**config.mk**
```make
export PLATFORM = sky130hd
export DESIGN_NAME = dmem_arbiter
export DESIGN_NICKNAME = d
export VERILOG_FILES = /design/src/rtl/dmem_arb_pkg.sv /design/src/rtl/dmem_arbiter_rr_arb2.sv /design/src/rtl/dmem_arbiter.sv
export SDC_FILE = /design/constraint.sdc
export NUM_CORES = 1
export LEC_CHECK = 0
export ABC_AREA = 1
export BUFFER_PORTS_ARGS = -buffer_cell sky130_fd_sc_hd__buf_4
export CORE_AREA = 2 2 207 209
export CTS_CLUSTER_SIZE = 10
export DETAILED_ROUTE_END_ITERATION = 12
export DIE_AREA = 0 0 209 211
export SLEW_MARGIN = 20
export SYNTH_ARGS = -nofsm -noshare
export SYNTH_HDL_FRONTEND = slang
export SYNTH_HIERARCHICAL = 1
export SYNTH_SLANG_ARGS = --single-unit
```
**constraint.sdc**
```tcl
create_clock -name clk -period 1.5 [get_ports clk]
set_clock_uncertainty 0.05 [all_clocks]
set_input_delay 0 -clock clk [delete_from_list [all_inputs] [get_ports clk]]
set_output_delay 0 -clock clk [all_outputs]
set_load 0.05 [all_outputs]
```
**src/rtl/dmem_arb_pkg.sv**
```systemverilog
// Shared types and constants for the data-memory arbiter.
// The optional feature macro DMEM_ARB_ALIGN_CHECK_EN is consumed by dmem_arbiter.
package dmem_arb_pkg;

   localparam int unsigned DMEM_ADDR_W = 64;
   localparam int unsigned DMEM_DATA_W = 64;

   typedef enum logic [1:0] {
      IDLE   = 2'd0,
      ACCESS = 2'd1,
      RESP   = 2'd2
   } arb_state_t;

   localparam logic M0 = 1'b0;
   localparam logic M1 = 1'b1;

endpackage

```
**src/rtl/dmem_arbiter_rr_arb2.sv**
```systemverilog
// Combinational two-way round-robin pick; ptr names the master that wins a tie.
module rr_arb2
   import dmem_arb_pkg::*;
(
   input  logic [1:0] req,
   input  logic       ptr,
   output logic       winner,
   output logic       valid
);

   always_comb begin
      valid  = |req;
      winner = M0;
      if (req == 2'b11) begin
         winner = ptr;
      end else if (req[1]) begin
         winner = M1;
      end
   end

endmodule

```
**src/rtl/dmem_arbiter.sv**
```systemverilog
// Two-master round-robin arbiter and 3-cycle access sequencer for the data memory.
// Define DMEM_ARB_ALIGN_CHECK_EN to add m0_err/m1_err and suppress misaligned accesses.
module dmem_arbiter
   import dmem_arb_pkg::*;
#(
   parameter int unsigned ADDR_W = DMEM_ADDR_W,
   parameter int unsigned DATA_W = DMEM_DATA_W
) (
   input  logic              clk,
   input  logic              rst_n,
   input  logic              m0_req,
   input  logic              m0_we,
   input  logic [ADDR_W-1:0] m0_addr,
   input  logic [DATA_W-1:0] m0_wdata,
   output logic              m0_gnt,
   output logic              m0_rvalid,
   input  logic              m1_req,
   input  logic              m1_we,
   input  logic [ADDR_W-1:0] m1_addr,
   input  logic [DATA_W-1:0] m1_wdata,
   output logic              m1_gnt,
   output logic              m1_rvalid,
   output logic [DATA_W-1:0] rdata,
   output logic              mem_read,
   output logic              mem_write,
   output logic [ADDR_W-1:0] mem_addr,
   output logic [DATA_W-1:0] mem_wdata,
   input  logic [DATA_W-1:0] mem_rdata,
`ifdef DMEM_ARB_ALIGN_CHECK_EN
   output logic              m0_err,
   output logic              m1_err,
`endif
   output logic              busy
);

   arb_state_t        state_q, state_d;
   logic              rr_ptr;
   logic              owner_q;
   logic              we_q;
   logic [ADDR_W-1:0] addr_q;
   logic [DATA_W-1:0] wdata_q;
   logic [DATA_W-1:0] rdata_q;
   logic              mis_q;
   logic              winner;
   logic              arb_valid;
   logic              accept;

   rr_arb2 u_rr_arb2 (
      .req    ({m1_req, m0_req}),
      .ptr    (rr_ptr),
      .winner (winner),
      .valid  (arb_valid)
   );

   assign accept = (state_q == IDLE) && arb_valid;

   always_ff @(posedge clk or negedge rst_n) begin
      if (!rst_n) begin
         state_q <= IDLE;
      end else begin
         state_q <= state_d;
      end
   end

   always_comb begin
      state_d = state_q;
      unique case (state_q)
         IDLE:    if (arb_valid) state_d = ACCESS;
         ACCESS:  state_d = RESP;
         RESP:    state_d = IDLE;
         default: state_d = IDLE;
      endcase
   end

   always_ff @(posedge clk or negedge rst_n) begin
      if (!rst_n) begin
         rr_ptr  <= M0;
         owner_q <= M0;
         we_q    <= 1'b0;
         addr_q  <= '0;
         wdata_q <= '0;
         rdata_q <= '0;
      end else begin
         if (accept) begin
            owner_q <= winner;
            rr_ptr  <= ~winner;
            we_q    <= (winner == M1) ? m1_we    : m0_we;
            addr_q  <= (winner == M1) ? m1_addr  : m0_addr;
            wdata_q <= (winner == M1) ? m1_wdata : m0_wdata;
         end
         // Writes and suppressed accesses answer with zero data.
         if (state_q == ACCESS) begin
            rdata_q <= (we_q || mis_q) ? '0 : mem_rdata;
         end
      end
   end

`ifdef DMEM_ARB_ALIGN_CHECK_EN
   always_ff @(posedge clk or negedge rst_n) begin
      if (!rst_n) begin
         mis_q <= 1'b0;
      end else if (accept) begin
         mis_q <= (winner == M1) ? (m1_addr[2:0] != 3'd0) : (m0_addr[2:0] != 3'd0);
      end
   end
`else
   assign mis_q = 1'b0;
`endif

   always_comb begin
      m0_gnt    = 1'b0;
      m1_gnt    = 1'b0;
      m0_rvalid = 1'b0;
      m1_rvalid = 1'b0;
      mem_read  = 1'b0;
      mem_write = 1'b0;
`ifdef DMEM_ARB_ALIGN_CHECK_EN
      m0_err    = 1'b0;
      m1_err    = 1'b0;
`endif
      unique case (state_q)
         ACCESS: begin
            m0_gnt    = (owner_q == M0);
            m1_gnt    = (owner_q == M1);
            mem_read  = !we_q && !mis_q;
            mem_write = we_q && !mis_q;
         end
         RESP: begin
            m0_rvalid = (owner_q == M0);
            m1_rvalid = (owner_q == M1);
`ifdef DMEM_ARB_ALIGN_CHECK_EN
            m0_err    = (owner_q == M0) && mis_q;
            m1_err    = (owner_q == M1) && mis_q;
`endif
         end
         default: ;
      endcase
   end

   assign busy      = (state_q != IDLE);
   assign rdata     = rdata_q;
   assign mem_addr  = addr_q;
   assign mem_wdata = wdata_q;

endmodule

```
==> impl_results.md <==
- Status: finished, violations left
- Failing checks: setup timing
- First DRT Iteration DRCs: 836
- Critical Path Sink Type: flop
- DRC errors left: 0
- Total power: 36.34 mW
- CP max stage delay: 0.40 ns
- Clk sinks: 197
- Final Hold Fails: 0
- Aggregate global-route resource usage: 0.1829
- Register area share after synthesis: 0.5380
- Post-synth ARST share: 1.000
- Initial antenna violation count: 0
- # fillers: 3866
- Root buf cell: clkbuf_16
- Period utilization: 1.013
- Worst-skew pair later-pin latency: 0.46 ns
- Vias in the first global route: 12000
- Die W: 209 um
- Final Instance Area: 0.01819 mm^2
- Max_cap viols: 0
- Final RePlAce weighted congestion: 0.9090
- Required time worst endpoint: 1.86 ns
- Top Ports: 525
- Area of placed instances: 0.01386 mm^2
- Leak: 10.06 nW
- Fin cells: 2679
- Post-synth EDFFs: 0
- Synth cell types: 14
- VDD IR-drop max: 885.6 uV
- Period minus WS final: 1.519 ns
- Die Y: 211 um
- Slowest CP cell: dfrtp_1
- Routed WL: 42.83 mm
- Post-Synthesis Net Count: 1589
- Pins over their slew limit: 0
- Clk buf depth: 2
- Vias per cell: 4.305
- Post-Synthesis Cells: 1263
- Post-synth top area cell: dfrtp_1
- Yosys top cell area share: 0.5380
- Most frequent CP cell: nand2_1
- Die area: 0.04410 mm^2
- Port Buffers: 524
- Mapped Area: 0.009163 mm^2
- Commonest cells in the netlist: nand2_1, dfrtp_1, buf_4, buf_2
- Row cnt: 75
- CP Launch Type: flop
- Final ANT Viol Nets: 0
- Dpl cells: 2301
- First-pass GRT wire length: 62.91 mm
- Post-route setup slack: -0.01887 ns
- Final setup viols: 11
- RSZ-0062 raised after global routing: true
- CP cell instances: inv_2, buf_4, nand2_2, nor2_4, buf_12, clkbuf_16, nand2_1, nand2_1
- Critical path type: reg -> reg
- CTS Buf Count: 17
- Clock H-tree levels: 4
- Core Util, Final: 0.4356
- Fmax: 0.6584 GHz
- Area growth from synthesis to layout: 98.51%
- CTS tree: built
- Worst-margin pin slew: 0.5524 ns
- Fin nets: 2453
- Hold WC Path Type: in -> reg
- CORE AREA: 0.04176 mm^2
- # diodes: 0
- Worst hold slack: 0.03927 ns
- Most common cell in the synthesized netlist: nand2_1
- Initial core utilization: 0.2194
- Crit path max fanout: 11
- Power Density: 1998 mW/mm^2
- Synth top area cells: dfrtp_1, nand2_1, buf_4, buf_6, buf_2
- Synth Area per Inst: 7.255 um^2
- Dpl hpwl: 26.19 mm
- Reg clk slew, reported paths: 0.08 ns
- Total number of vias: 11530
- Share of layout cells above drive strength 1: 0.2991
- Yosys warns: 6
- Total global routing overflow: 0
- Ys flop type: dfrtp_1
- Largest net degree at the start of global routing: 86
- Max-slew headroom: 0.6318
- Worst slack, placed: 0.02250 ns
- FF+latch count, synth: 197
- WL per Instance: 15.99 um
- CP Data Arrival Time: 1.88 ns
- Final setup TNS: -0.05880 ns
- First-pass DRT Iterations: 5
[repair_timing]
action,CTS,global route
endpoints found under the hold margin,392,0
resized for setup,19,15
hold buffers,325,0
setup buffers,5,6
pin swaps,3,5
gates cloned,2,8
endpoints found under the setup margin,6,147
[layout make-up]
| class | instances | area, um^2 | area share |
|---|---|---|---|
| clock inverters | 15 | 166.4 | 0.009149 |
| repair buffers | 915 | 8145 | 0.4478 |
| repair inverters | 1 | 8.758 | 0.0004815 |
| inverters | 8 | 42.54 | 0.002339 |
| multi-input cells | 987 | 3795 | 0.2086 |
| flip-flops and latches | 197 | 4931 | 0.2711 |
| clock buffers | 17 | 425.4 | 0.02339 |
| well taps | 539 | 674.4 | 0.03708 |
[registers in the layout, indices dropped and copies added (netlist names)]
signal	cells
we_q	1
rdata	64
mem_addr	64
rr_ptr	1
mem_wdata	64
owner_q	1
state_q	2
[logic make-up after synthesis]
group | synth area share
and+or+nand+nor | 0.4058
DFF | 0.5380
buffers and inverters | 0.05612
[report_power, final]
| part | internal, mW | switching [mW] | total [mW] | leakage (nW) |
|---|---|---|---|---|
| Clock | 2.50 | 2.27 | 4.76 | 0.287 |
| Combinational | 7.16 | 15.2 | 22.3 | 7.30 |
| Sequential | 7.75 | 1.49 | 9.24 | 2.47 |
[critical path: cells and delay by family, from the launching register on]
kind / cells / cell delay, ns
buf+inv: 4 / 0.60
flops: 1 / 0.40
simple gates: 4 / 0.37
[worst paths after layout]
path / start / endpoint / slack [ns] / cells after the start
max reg2reg: state_q[1] / mem_addr[15] / -0.02 / 8
min: m1_req / rr_ptr / 0.04 / 4
max in group asynchronous: rst_n / rdata[42] / 0.20 / 4
min reg2reg: mem_addr[9] / mem_addr[9] / 0.43 / 2
min in group asynchronous: rst_n / rdata[23] / 0.53 / 3
max: state_q[1] / mem_addr[15] / -0.02 / 8
[metal layers]
layer | track usage | vias to the layer above | wire [um]
met2 | 0.3062 | 573 | 20860
met3 | 0.04535 | 155 | 2651
met4 | 0.1165 | 0 | 2335
met1 | 0.2099 | 5320 | 16990
li1 | - | 5484 | -
met5 | 0 | - | 0
[layout by cell type (no fill, tap or decap)]
cell type,synthesis,layout
nand2_4,0,2
nor3_2,0,2
clkbuf_8,0,1
inv_2,2,1
nand3_2,0,1
buf_16,0,3
nor2_2,2,2
inv_6,0,7
nor2_4,0,3
nand3_1,3,2
dlygate4sd3_1,0,325
buf_12,0,16
nand2_1,975,969
or2_1,1,1
clkinv_8,0,1
dfrtp_1,197,196
bufinv_16,0,2
nor2_1,4,1
nand2_2,0,3
buf_6,14,7
clkbuf_16,0,24
clkinv_2,0,2
inv_1,6,6
clkinv_4,0,2
dfrtp_2,0,1
clkinvlp_4,0,2
inv_8,0,1
buf_8,0,3
nand2_8,0,1
buf_4,24,552
bufbuf_16,0,1
(Power assumes the default switching activity.)
